$ cat src/rtl/dp_jtag_master_pkg.sv
// Shared types for the JTAG TAP sequencer: command encoding, sequencer states
// and the legality rule applied to incoming commands.
package dp_jtag_master_pkg;

    localparam int JM_MAX_LEN = 64;

    typedef enum logic [1:0] {
        JM_RESET = 2'd0,
        JM_IR    = 2'd1,
        JM_DR    = 2'd2
    } jm_cmd_t;

    typedef enum logic [3:0] {
        IDLE,
        TLR2RTI,
        SDS,
        SIS,
        CAP,
        SHIFT,
        E1UPD,
        RTI,
        DONE,
        RST5
    } jm_state_t;

    // Type 3 is reserved; the length only matters for scans.
    function automatic logic jm_cmd_legal(input logic [1:0] cmd_type, input logic [6:0] cmd_len);
        logic ok;
        ok = 1'b1;
        if (cmd_type == 2'd3) begin
            ok = 1'b0;
        end else if (cmd_type != JM_RESET) begin
            ok = (cmd_len != 7'd0) && (cmd_len <= 7'(JM_MAX_LEN));
        end
        return ok;
    endfunction

endpackage

$ cat src/rtl/dp_jtag_master_tck_gen.sv
// Test-clock divider: low phase then high phase, CLK_DIV clk each, held low while disabled.
// Strobes mark the clk edge at which tck is about to rise or fall.
module dp_jtag_master_tck_gen #(
    parameter int CLK_DIV = 2
) (
    input  logic clk,
    input  logic resetn,
    input  logic en,
    output logic tck,
    output logic fall_stb,
    output logic rise_stb
);

    localparam int CW = (CLK_DIV > 1) ? $clog2(CLK_DIV) : 1;
    localparam logic [CW-1:0] LAST = CW'(CLK_DIV - 1);

    logic [CW-1:0] cnt_reg;
    logic          tck_reg;
    logic          last;

    assign last     = (cnt_reg == LAST);
    assign rise_stb = en && !tck_reg && last;
    assign fall_stb = en && tck_reg && last;
    assign tck      = tck_reg;

    always_ff @(posedge clk) begin
        if (!resetn || !en) begin
            cnt_reg <= '0;
            tck_reg <= 1'b0;
        end else if (last) begin
            cnt_reg <= '0;
            tck_reg <= !tck_reg;
        end else begin
            cnt_reg <= cnt_reg + CW'(1);
        end
    end

endmodule

$ cat src/rtl/dp_jtag_master.sv
// Command-driven JTAG TAP sequencer: walks the TAP through IR/DR scans or a
// TAP reset, shifting up to 64 bits LSB-first and returning the captured tdo bits.
module dp_jtag_master
    import dp_jtag_master_pkg::*;
#(
    parameter int CLK_DIV = 2
) (
    input  logic        clk,
    input  logic        resetn,
    input  logic        cmd_valid,
    output logic        cmd_ready,
    input  logic [1:0]  cmd_type,
    input  logic [6:0]  cmd_len,
    input  logic [63:0] cmd_data,
    output logic        rsp_valid,
    output logic [63:0] rsp_data,
    output logic        rsp_err,
    output logic        tck,
    output logic        tms,
    output logic        tdi,
    output logic        trst,
    input  logic        tdo
);

    jm_state_t   state_reg, state_next;
    logic [6:0]  cnt_reg, cnt_next;
    logic [6:0]  len_reg;
    logic [63:0] data_reg;
    logic [63:0] cap_reg;
    logic        is_ir_reg;
    logic        err_reg;
    logic        in_tlr_reg;
    logic        tms_reg, tdi_reg, trst_reg;
    logic        ready_reg, rsp_valid_reg;
    logic        tms_next, tdi_next;
    logic        accept, legal, tck_en, fall_stb, rise_stb;

    assign accept = cmd_valid && ready_reg;
    assign legal  = jm_cmd_legal(cmd_type, cmd_len);
    assign tck_en = (state_reg != IDLE) && (state_reg != DONE);

    dp_jtag_master_tck_gen #(
        .CLK_DIV (CLK_DIV)
    ) u_tck_gen (
        .clk      (clk),
        .resetn   (resetn),
        .en       (tck_en),
        .tck      (tck),
        .fall_stb (fall_stb),
        .rise_stb (rise_stb)
    );

    // Steps advance on the clk edge where tck falls, so each step owns one full tck period.
    always_comb begin
        state_next = state_reg;
        cnt_next   = cnt_reg;
        unique case (state_reg)
            IDLE: begin
                if (accept) begin
                    cnt_next = 7'd0;
                    if (!legal)
                        state_next = DONE;
                    else if (cmd_type == JM_RESET)
                        state_next = RST5;
                    else if (in_tlr_reg)
                        state_next = TLR2RTI;
                    else
                        state_next = SDS;
                end
            end
            DONE: state_next = IDLE;
            default: begin
                if (fall_stb) begin
                    unique case (state_reg)
                        TLR2RTI: state_next = SDS;
                        SDS:     state_next = is_ir_reg ? SIS : CAP;
                        SIS:     state_next = CAP;
                        // Two periods: enter Capture, then Capture -> Shift.
                        CAP: begin
                            if (cnt_reg == 7'd0) begin
                                cnt_next = 7'd1;
                            end else begin
                                cnt_next   = 7'd0;
                                state_next = SHIFT;
                            end
                        end
                        SHIFT: begin
                            if (cnt_reg == len_reg - 7'd1) begin
                                cnt_next   = 7'd0;
                                state_next = E1UPD;
                            end else begin
                                cnt_next = cnt_reg + 7'd1;
                            end
                        end
                        E1UPD: state_next = RTI;
                        RTI:   state_next = DONE;
                        RST5: begin
                            if (cnt_reg == 7'd4) begin
                                cnt_next   = 7'd0;
                                state_next = RTI;
                            end else begin
                                cnt_next = cnt_reg + 7'd1;
                            end
                        end
                        default: state_next = IDLE;
                    endcase
                end
            end
        endcase
    end

    always_comb begin
        tms_next = 1'b0;
        tdi_next = 1'b0;
        unique case (state_next)
            SDS, SIS, E1UPD, RST5: tms_next = 1'b1;
            SHIFT: begin
                tms_next = (cnt_next == len_reg - 7'd1);
                tdi_next = data_reg[cnt_next[5:0]];
            end
            default: tms_next = 1'b0;
        endcase
    end

    always_ff @(posedge clk) begin
        if (!resetn) begin
            state_reg     <= IDLE;
            cnt_reg       <= 7'd0;
            len_reg       <= 7'd0;
            data_reg      <= 64'd0;
            cap_reg       <= 64'd0;
            is_ir_reg     <= 1'b0;
            err_reg       <= 1'b0;
            in_tlr_reg    <= 1'b1;
            tms_reg       <= 1'b1;
            tdi_reg       <= 1'b0;
            trst_reg      <= 1'b0;
            ready_reg     <= 1'b0;
            rsp_valid_reg <= 1'b0;
        end else begin
            state_reg     <= state_next;
            cnt_reg       <= cnt_next;
            trst_reg      <= 1'b1;
            ready_reg     <= (state_next == IDLE);
            rsp_valid_reg <= (state_next == DONE);
            if (accept) begin
                len_reg   <= cmd_len;
                data_reg  <= cmd_data;
                is_ir_reg <= (cmd_type == JM_IR);
                err_reg   <= !legal;
                cap_reg   <= 64'd0;
            end
            // Outside a scan the pins keep their last level (RTI leaves tms at 0).
            if (state_next != IDLE && state_next != DONE) begin
                tms_reg <= tms_next;
                tdi_reg <= tdi_next;
            end
            if (rise_stb && state_reg == SHIFT)
                cap_reg[cnt_reg[5:0]] <= tdo;
            if (fall_stb && (state_reg == TLR2RTI || state_reg == RTI))
                in_tlr_reg <= 1'b0;
        end
    end

    assign cmd_ready = ready_reg;
    assign rsp_valid = rsp_valid_reg;
    assign rsp_data  = cap_reg;
    assign rsp_err   = err_reg;
    assign tms       = tms_reg;
    assign tdi       = tdi_reg;
    assign trst      = trst_reg;

endmodule

$ cat config.mk
export PLATFORM = sky130hd
export DESIGN_NAME = dp_jtag_master
export DESIGN_NICKNAME = d
export VERILOG_FILES = /design/src/rtl/dp_jtag_master_pkg.sv /design/src/rtl/dp_jtag_master_tck_gen.sv /design/src/rtl/dp_jtag_master.sv
export SDC_FILE = /design/constraint.sdc
export NUM_CORES = 1
export LEC_CHECK = 0
export CORE_MARGIN = 2
export CORE_UTILIZATION = 55
export DETAILED_ROUTE_END_ITERATION = 10
export GPL_ROUTABILITY_DRIVEN = 0
export HOLD_SLACK_MARGIN = 0.15
export PLACE_DENSITY = 0.95
export SETUP_SLACK_MARGIN = 0.2
export SLEW_MARGIN = 20
export SYNTH_ARGS = -nofsm -noshare
export SYNTH_HDL_FRONTEND = slang
export SYNTH_SLANG_ARGS = --single-unit
$ cat constraint.sdc
create_clock -name clk -period 5.6 [get_ports clk]
set_input_delay 1.68 -clock clk [delete_from_list [all_inputs] [get_ports clk]]
set_output_delay 1.68 -clock clk [all_outputs]
set_load 0.1 [all_outputs]
Word level (Yosys, flattened, before mapping)
Cells that the tools add are included.
{"block": "totals", "input_bits": 77, "out_inout_bits": 71, "regBits": 156}
{"block": "classes", "add_sub_neg": 3, "n_mux": 31, "n_eq_ne": 22, "reduce_logical": 27, "magnitude_cmp": 4}
{"operator": "64-bit two-way mux", "n": 3}
{"operator": "64-bit bitwise mux", "n": 1}
{"operator": "4-bit case mux with 8 select lines", "n": 1}
{"operator": "4-bit two-way mux", "n": 7}
{"operator": "7-bit two-way mux", "n": 4}
{"operator": "4-bit by 3-bit == test with 1-bit output, second input constant", "n": 6}
{"operator": "7-bit case mux with 3 select lines", "n": 1}
{"operator": "4-bit by 2-bit == test with 1-bit output, second input constant", "n": 4}
{"operator": "4-bit == test, second input constant", "n": 4}
{"operator": "7-bit == test", "n": 2}
{"operator": "6-bit by 7-bit < comparator with 1-bit output, second input constant", "n": 2}
{"operator": "7-bit case mux with 2 select lines", "n": 1}
{"operator": "1-bit logical AND", "n": 11}
{"operator": "4-bit zero test", "n": 2}
{"operator": "4-bit inequality test, second input constant", "n": 2}
{"operator": "4-bit case mux with 2 select lines", "n": 1}
{"operator": "4-bit nonzero test", "n": 2}
{"operator": "7-bit by 1-bit adder with 7-bit output, second input constant", "n": 1}
{"operator": "7-bit by 3-bit == test with 1-bit output, second input constant", "n": 1}
{"operator": "7-bit <= comparator, second input constant", "n": 1}
{"operator": "7-bit zero test", "n": 1}
{"operator": "1-bit two-way mux", "n": 7}
{"operator": "7-bit nonzero test", "n": 1}
{"operator": "7-bit by 1-bit subtractor with 7-bit output, second input constant", "n": 1}
{"operator": "other kinds (16)", "n": 20}

Depth between registers and ports, before layout
{"block": "depth", "word_depth": 10, "depth_mapped": 17, "ltp_nobuf": 13}

Hierarchy
A second synthesis with hierarchy kept.
{"block": "hier_totals", "hier_cells": 974, "hier_area_um2": 7947.6}
{"mod": "dp_jtag_master", "seq_area_each_um2": 3083.0, "area_each_um2": 7872.6, "instances": 1, "cells_per_inst": 965}
{"mod": "dp_jtag_master_tck_gen", "seq_area_each_um2": 40.0, "area_each_um2": 75.1, "instances": 1, "cells_per_inst": 9}

Worst setup path before layout
OpenSTA, ideal clock, no wires.
{"block": "synth_path", "path_kind": "input-to-reg", "from": "input cmd_len[2]", "to": "register tdi_reg (netlist: tdi)", "t_arrival_ns": 4.107, "setup_ns": 0.062, "t_required_ns": 5.538, "setup_slack_ns": 1.430, "cell_stages": 11, "path_cell_list": "or4_1 nor3_1 xor2_1 a221oi_1 a22oi_1 o21ai_0 nor4b_1 nand2_1 a311oi_1 nor3b_1 a221o_1"}
{"block": "synth_via", "elab_chain_len": 9}
{"element": "start: declaration", "line": "dp_jtag_master.sv:13", "source": "input logic [6:0] cmd_len,"}
{"element": "7-bit <= comparator / 7-bit nonzero test (equally long branches)", "line": "dp_jtag_master_pkg.sv:33", "source": "ok = (cmd_len != 7'd0) && (cmd_len <= 7'(JM_MAX_LEN));"}
{"element": "1-bit logical AND (*)", "line": "dp_jtag_master_pkg.sv:33"}
{"element": "1-bit two-way mux (*)", "line": "dp_jtag_master_pkg.sv:32", "source": "end else if (cmd_type != JM_RESET) begin"}
{"element": "1-bit two-way mux (*)", "line": "dp_jtag_master_pkg.sv:30", "source": "if (cmd_type == 2'd3) begin"}
{"element": "4-bit two-way mux (*)", "line": "dp_jtag_master.sv:61", "source": "if (!legal)"}
{"element": "4-bit two-way mux (*)", "line": "dp_jtag_master.sv:59", "source": "if (accept) begin"}
{"element": "4-bit case mux with 2 select lines (*)", "line": "dp_jtag_master.sv:57", "source": "unique case (state_reg)"}
{"element": "4-bit by 3-bit == test with 1-bit output, or another cell as far along", "line": "dp_jtag_master.sv:115", "source": "unique case (state_next)"}
{"element": "1-bit two-way mux / 1-bit logical AND (equally long branches)", "line": "dp_jtag_master.sv:115, dp_jtag_master.sv:154"}
{"element": "end signal: assignment", "line": "dp_jtag_master.sv:156", "source": "tdi_reg <= tdi_next;"}
{"element": "end: declaration", "line": "dp_jtag_master.sv:33", "source": "logic tms_reg, tdi_reg, trst_reg;"}
Every way passes the cells marked *; elsewhere a longest branch is shown, timed or not.
A chain may end at the register's enable or synchronous reset.

Final worst setup path
Same ends and word-level chain as after synthesis.

==> impl_metrics.csv <==
group,metric,value,unit
power_and_ir_drop,vdd_drop_max,0.227,mV
detailed_routing,dr.pass1.iters,6,
worst_setup_path,r2r_start,"len_reg[0]",
finish,fin_nets,1119,
placed_design,place_ws,383,ps
worst_setup_path,crit_path_start_kind,"primary input",
floorplanning,fp.dieW,124,µm
floorplanning,die_area,0.0154,mm²
finish,fillers,938,
finish,num_antenna_cells,0,
clock_network,clk_pin_slew_worst_paths,60,ps
worst_setup_path,critical-path-top-delay-family,"simple AND/OR/NAND/NOR gates",
global_routing,grt_use_met2,0.480,
floorplanning,start_util,0.566,
global_routing,grt_max_degree,114,
placed_design,hpwl,14500,µm
clock_network,root_buffer,"clkbuf_16",
sta,hold_ws,466,ps
clock_network,cts_inserted_buffers,17,
sta,worst_pin_slew,1120,ps
finish,finish.utilization,0.716,
synth,yosysSeqAreaShare,0.394,
synth,synth_cell_type_count,60,
synth,synth-main-ff-cell,"dfxtp_1",
clock_network,cts.htree.levels,4,
floorplanning,die_h,124,µm
power_and_ir_drop,powerDensity,280,mW/mm²
global_routing,gr-total-overflow,0,
synth,synth_edf_count,0,
worst_setup_path,critPathCaptureType,"flop",
synth,yosys_warnings,0,
sta,final.setup.tns,0,ps
worst_hold_path,hp-class,"reg2reg",
global_routing,grt_pass1_wl,35300,µm
global_routing,grt_antenna_before_repair,0,
clock_network,ctsHoldBuffers,0,
floorplanning,core_area,0.0140,mm²
synth,syn_nets,1027,
clock_network,clk_path_buf_depth,2,
synth,async_reset_ff_frac,0,
global_routing,grt_pass1_vias,7087,
synth,synth-seq-cells,156,
power_and_ir_drop,power.leakage,3.47,nW
sta,setup_slack,755,ps
sta,skew,15.4,ps
synth,syn_area,0.00792,mm²
job,max-cap-violations,0,
finish,drive_above_1_share,0.0676,
worst_setup_path,critical_path.endpoint,"tdi",
sta,finalCriticalPeriod,4850,ps
synth,synthesis.instances,947,
detailed_routing,dr.first_iter.drc_count,870,
clock_network,cts_tree,"yes",
worst_setup_path,critPathSlowestCell,"nor4b_1",
clock_network,cts_sinks,156,
worst_setup_path,crit_chain,"clkdlybuf4s50_1 -> or4_1 -> nor3_1 -> xor2_1 -> a221oi_1 -> a22oi_1 -> o21ai_0 -> nor4b_1 -> nand2_1 -> a311oi_1 -> nor3b_1 -> a221o_1",
worst_setup_path,reg2reg_depth,13,
worst_setup_path,rrSetupSlack,1330,ps
floorplanning,io_pins,148,
detailed_routing,viasPerCell,6.11,
sta,slew-limit-headroom,0.252,
detailed_routing,vias,7516,
detailed_routing,wl_per_cell,18.2,µm
worst_setup_path,startpoint,"cmd_len[2]",
floorplanning,fp-row-count,43,
placed_design,place_inst,1199,
finish,final_cell_count_no_fill,1230,
worst_setup_path,slowest_delay,580,ps
worst_setup_path,worst_ep_required_time,5980,ps
detailed_routing,ant_nets,0,
global_routing,grt_busiest_layer,"met2",
worst_setup_path,cp.buffers_inverters,1,
synth,synth_area_per_cell,8.36,µm²
clock_network,post-cts-setup-buffer-count,0,
worst_setup_path,reg2reg_to,"tdi",
detailed_routing,routed_wl,22300,µm
placed_design,portBuffers,147,
clock_network,cts_resized,0,
clock_network,worstSkewPairLatency,440,ps
sta,clock.fmax,0.206,GHz
sta,rsz0062_at_grt,"no",
worst_setup_path,crit_cells,12,
sta,setup_viol,0,
finish,syn_to_final_growth,26.5,%
global_routing,met3_usage,0.0682,
global_routing,grtUsageMet1,0.368,
detailed_routing,drc_errors,0,
global_routing,grt_use_total,0.293,
worst_setup_path,cp.arrival,5220,ps
sta,drv_slew,0,
status,status,"finished clean",
sta,hold_violations,0,
worst_setup_path,cp_max_fo,6,
worst_setup_path,path_class,"in2reg",
sta,period_share,0.865,
## per-stage QoR
step,instance area [µm²],power (mW)
6_report,10000,2.80
5_1_grt,10000,2.87
4_1_cts,9990,2.79
3_5_place_dp,9340,1.54
3_3_place_gp,9340,1.53
2_1_floorplan,7920,1.43
## cells by family after synthesis
kind of cell / synth area share
fa+ha+maj: 0.00474
buf+inv: 0.0515
simple gates: 0.221
compound gates: 0.230
mux: 0.0752
flops: 0.395
xor+xnor: 0.0232
## layout by cell type (no fill, tap or decap), types with 7 or more instances in the layout
master | netlist | layout
a211oi_1 | 7 | 7
a21boi_0 | 135 | 135
a21oi_1 | 7 | 7
and3_1 | 9 | 9
buf_4 | 0 | 8
clkbuf_16 | 0 | 17
clkdlybuf4s50_1 | 0 | 145
dfxtp_1 | 156 | 156
mux2_2 | 12 | 12
mux2i_1 | 46 | 46
nand2_1 | 179 | 178
nand2b_1 | 7 | 7
nand3_1 | 94 | 94
nor2_1 | 22 | 22
nor2b_1 | 10 | 10
nor3_1 | 15 | 13
o211ai_1 | 48 | 48
o21ai_0 | 12 | 12
or3_1 | 9 | 9
xnor2_1 | 15 | 15
## report_power, final
part           switching [mW]  total (mW)  internal [mW]
Combinational           0.199       0.345          0.146
Sequential             0.0348        1.19           1.15
Clock                   0.457        1.27          0.811
Total                   0.691        2.80           2.11
## worst register-to-register path: stages (launching register included)
cell	delay [ps]
dfxtp_1	390
inv_1	100
ha_1	190
or3b_2	530
xnor2_1	160
or4_1	420
a311o_1	430
a21oi_4	290
or3_1	150
nand3_1	540
mux2i_1	410
a311oi_1	120
nor3b_1	160
a221o_1	260
## area by class of cell
class | count | area (µm²) | area share
Clock buffer | 20 | 457 | 0.0456
Clock inverter | 10 | 189 | 0.0189
Inverter | 9 | 33.8 | 0.00337
Multi-Input combinational cell | 699 | 4420 | 0.442
Sequential cell | 156 | 3120 | 0.312
Tap cell | 180 | 225 | 0.0225
Timing Repair Buffer | 156 | 1560 | 0.156
## Yosys cell counts, types with 2 or more instances
cell type	count	area (µm²)
inv_1	6	22.5
mux2i_1	46	460
nor2_1	22	82.6
dfxtp_1	156	3120
a211oi_1	7	52.6
xor2_1	6	52.6
and3_1	9	56.3
or3_1	9	56.3
buf_6	2	22.5
a22oi_1	3	22.5
nor4bb_1	2	20.0
mux2_2	12	135
buf_2	3	15.0
or4_1	2	15.0
a221o_1	2	20.0
o22ai_1	2	12.5
nor2b_1	10	62.6
or2_2	5	31.3
nor3_1	15	75.1
o211ai_1	48	360
nand2b_1	7	43.8
nand4_1	3	18.8
a221oi_1	2	17.5
a21o_1	2	15.0
a21boi_0	135	1010
and2_1	7	43.8
clkbuf_1	74	278
a21oi_1	7	35.0
a311oi_1	2	17.5
nand3_1	94	470
buf_12	2	40.0
nor4b_1	3	26.3
a311o_1	2	20.0
o21ai_0	12	60.1
inv_2	3	11.3
a31oi_1	2	12.5
nor4_1	3	18.8
nand2_1	179	672
a211o_1	3	26.3
xnor2_1	15	131
nor3b_1	2	15.0
ha_1	3	37.5
## how the worst min path moves through the flow
stage / start / to / slack (ps) / cells after the start
2_1_floorplan: data_reg[3] / data_reg[3] / 440 / 2
3_3_place_gp: data_reg[3] / data_reg[3] / 450 / 2
3_5_place_dp: data_reg[32] / data_reg[32] / 460 / 2
4_1_cts: data_reg[32] / data_reg[32] / 470 / 2
5_1_grt: data_reg[32] / data_reg[32] / 490 / 2
6_report: data_reg[32] / data_reg[32] / 470 / 2
## per-layer routing
layer	vias to the layer above	share of wire
met5	-	0
met4	0	0.035
met3	76	0.087
met2	411	0.48
met1	3501	0.40
li1	3528	-
(Power assumes the default switching activity.)
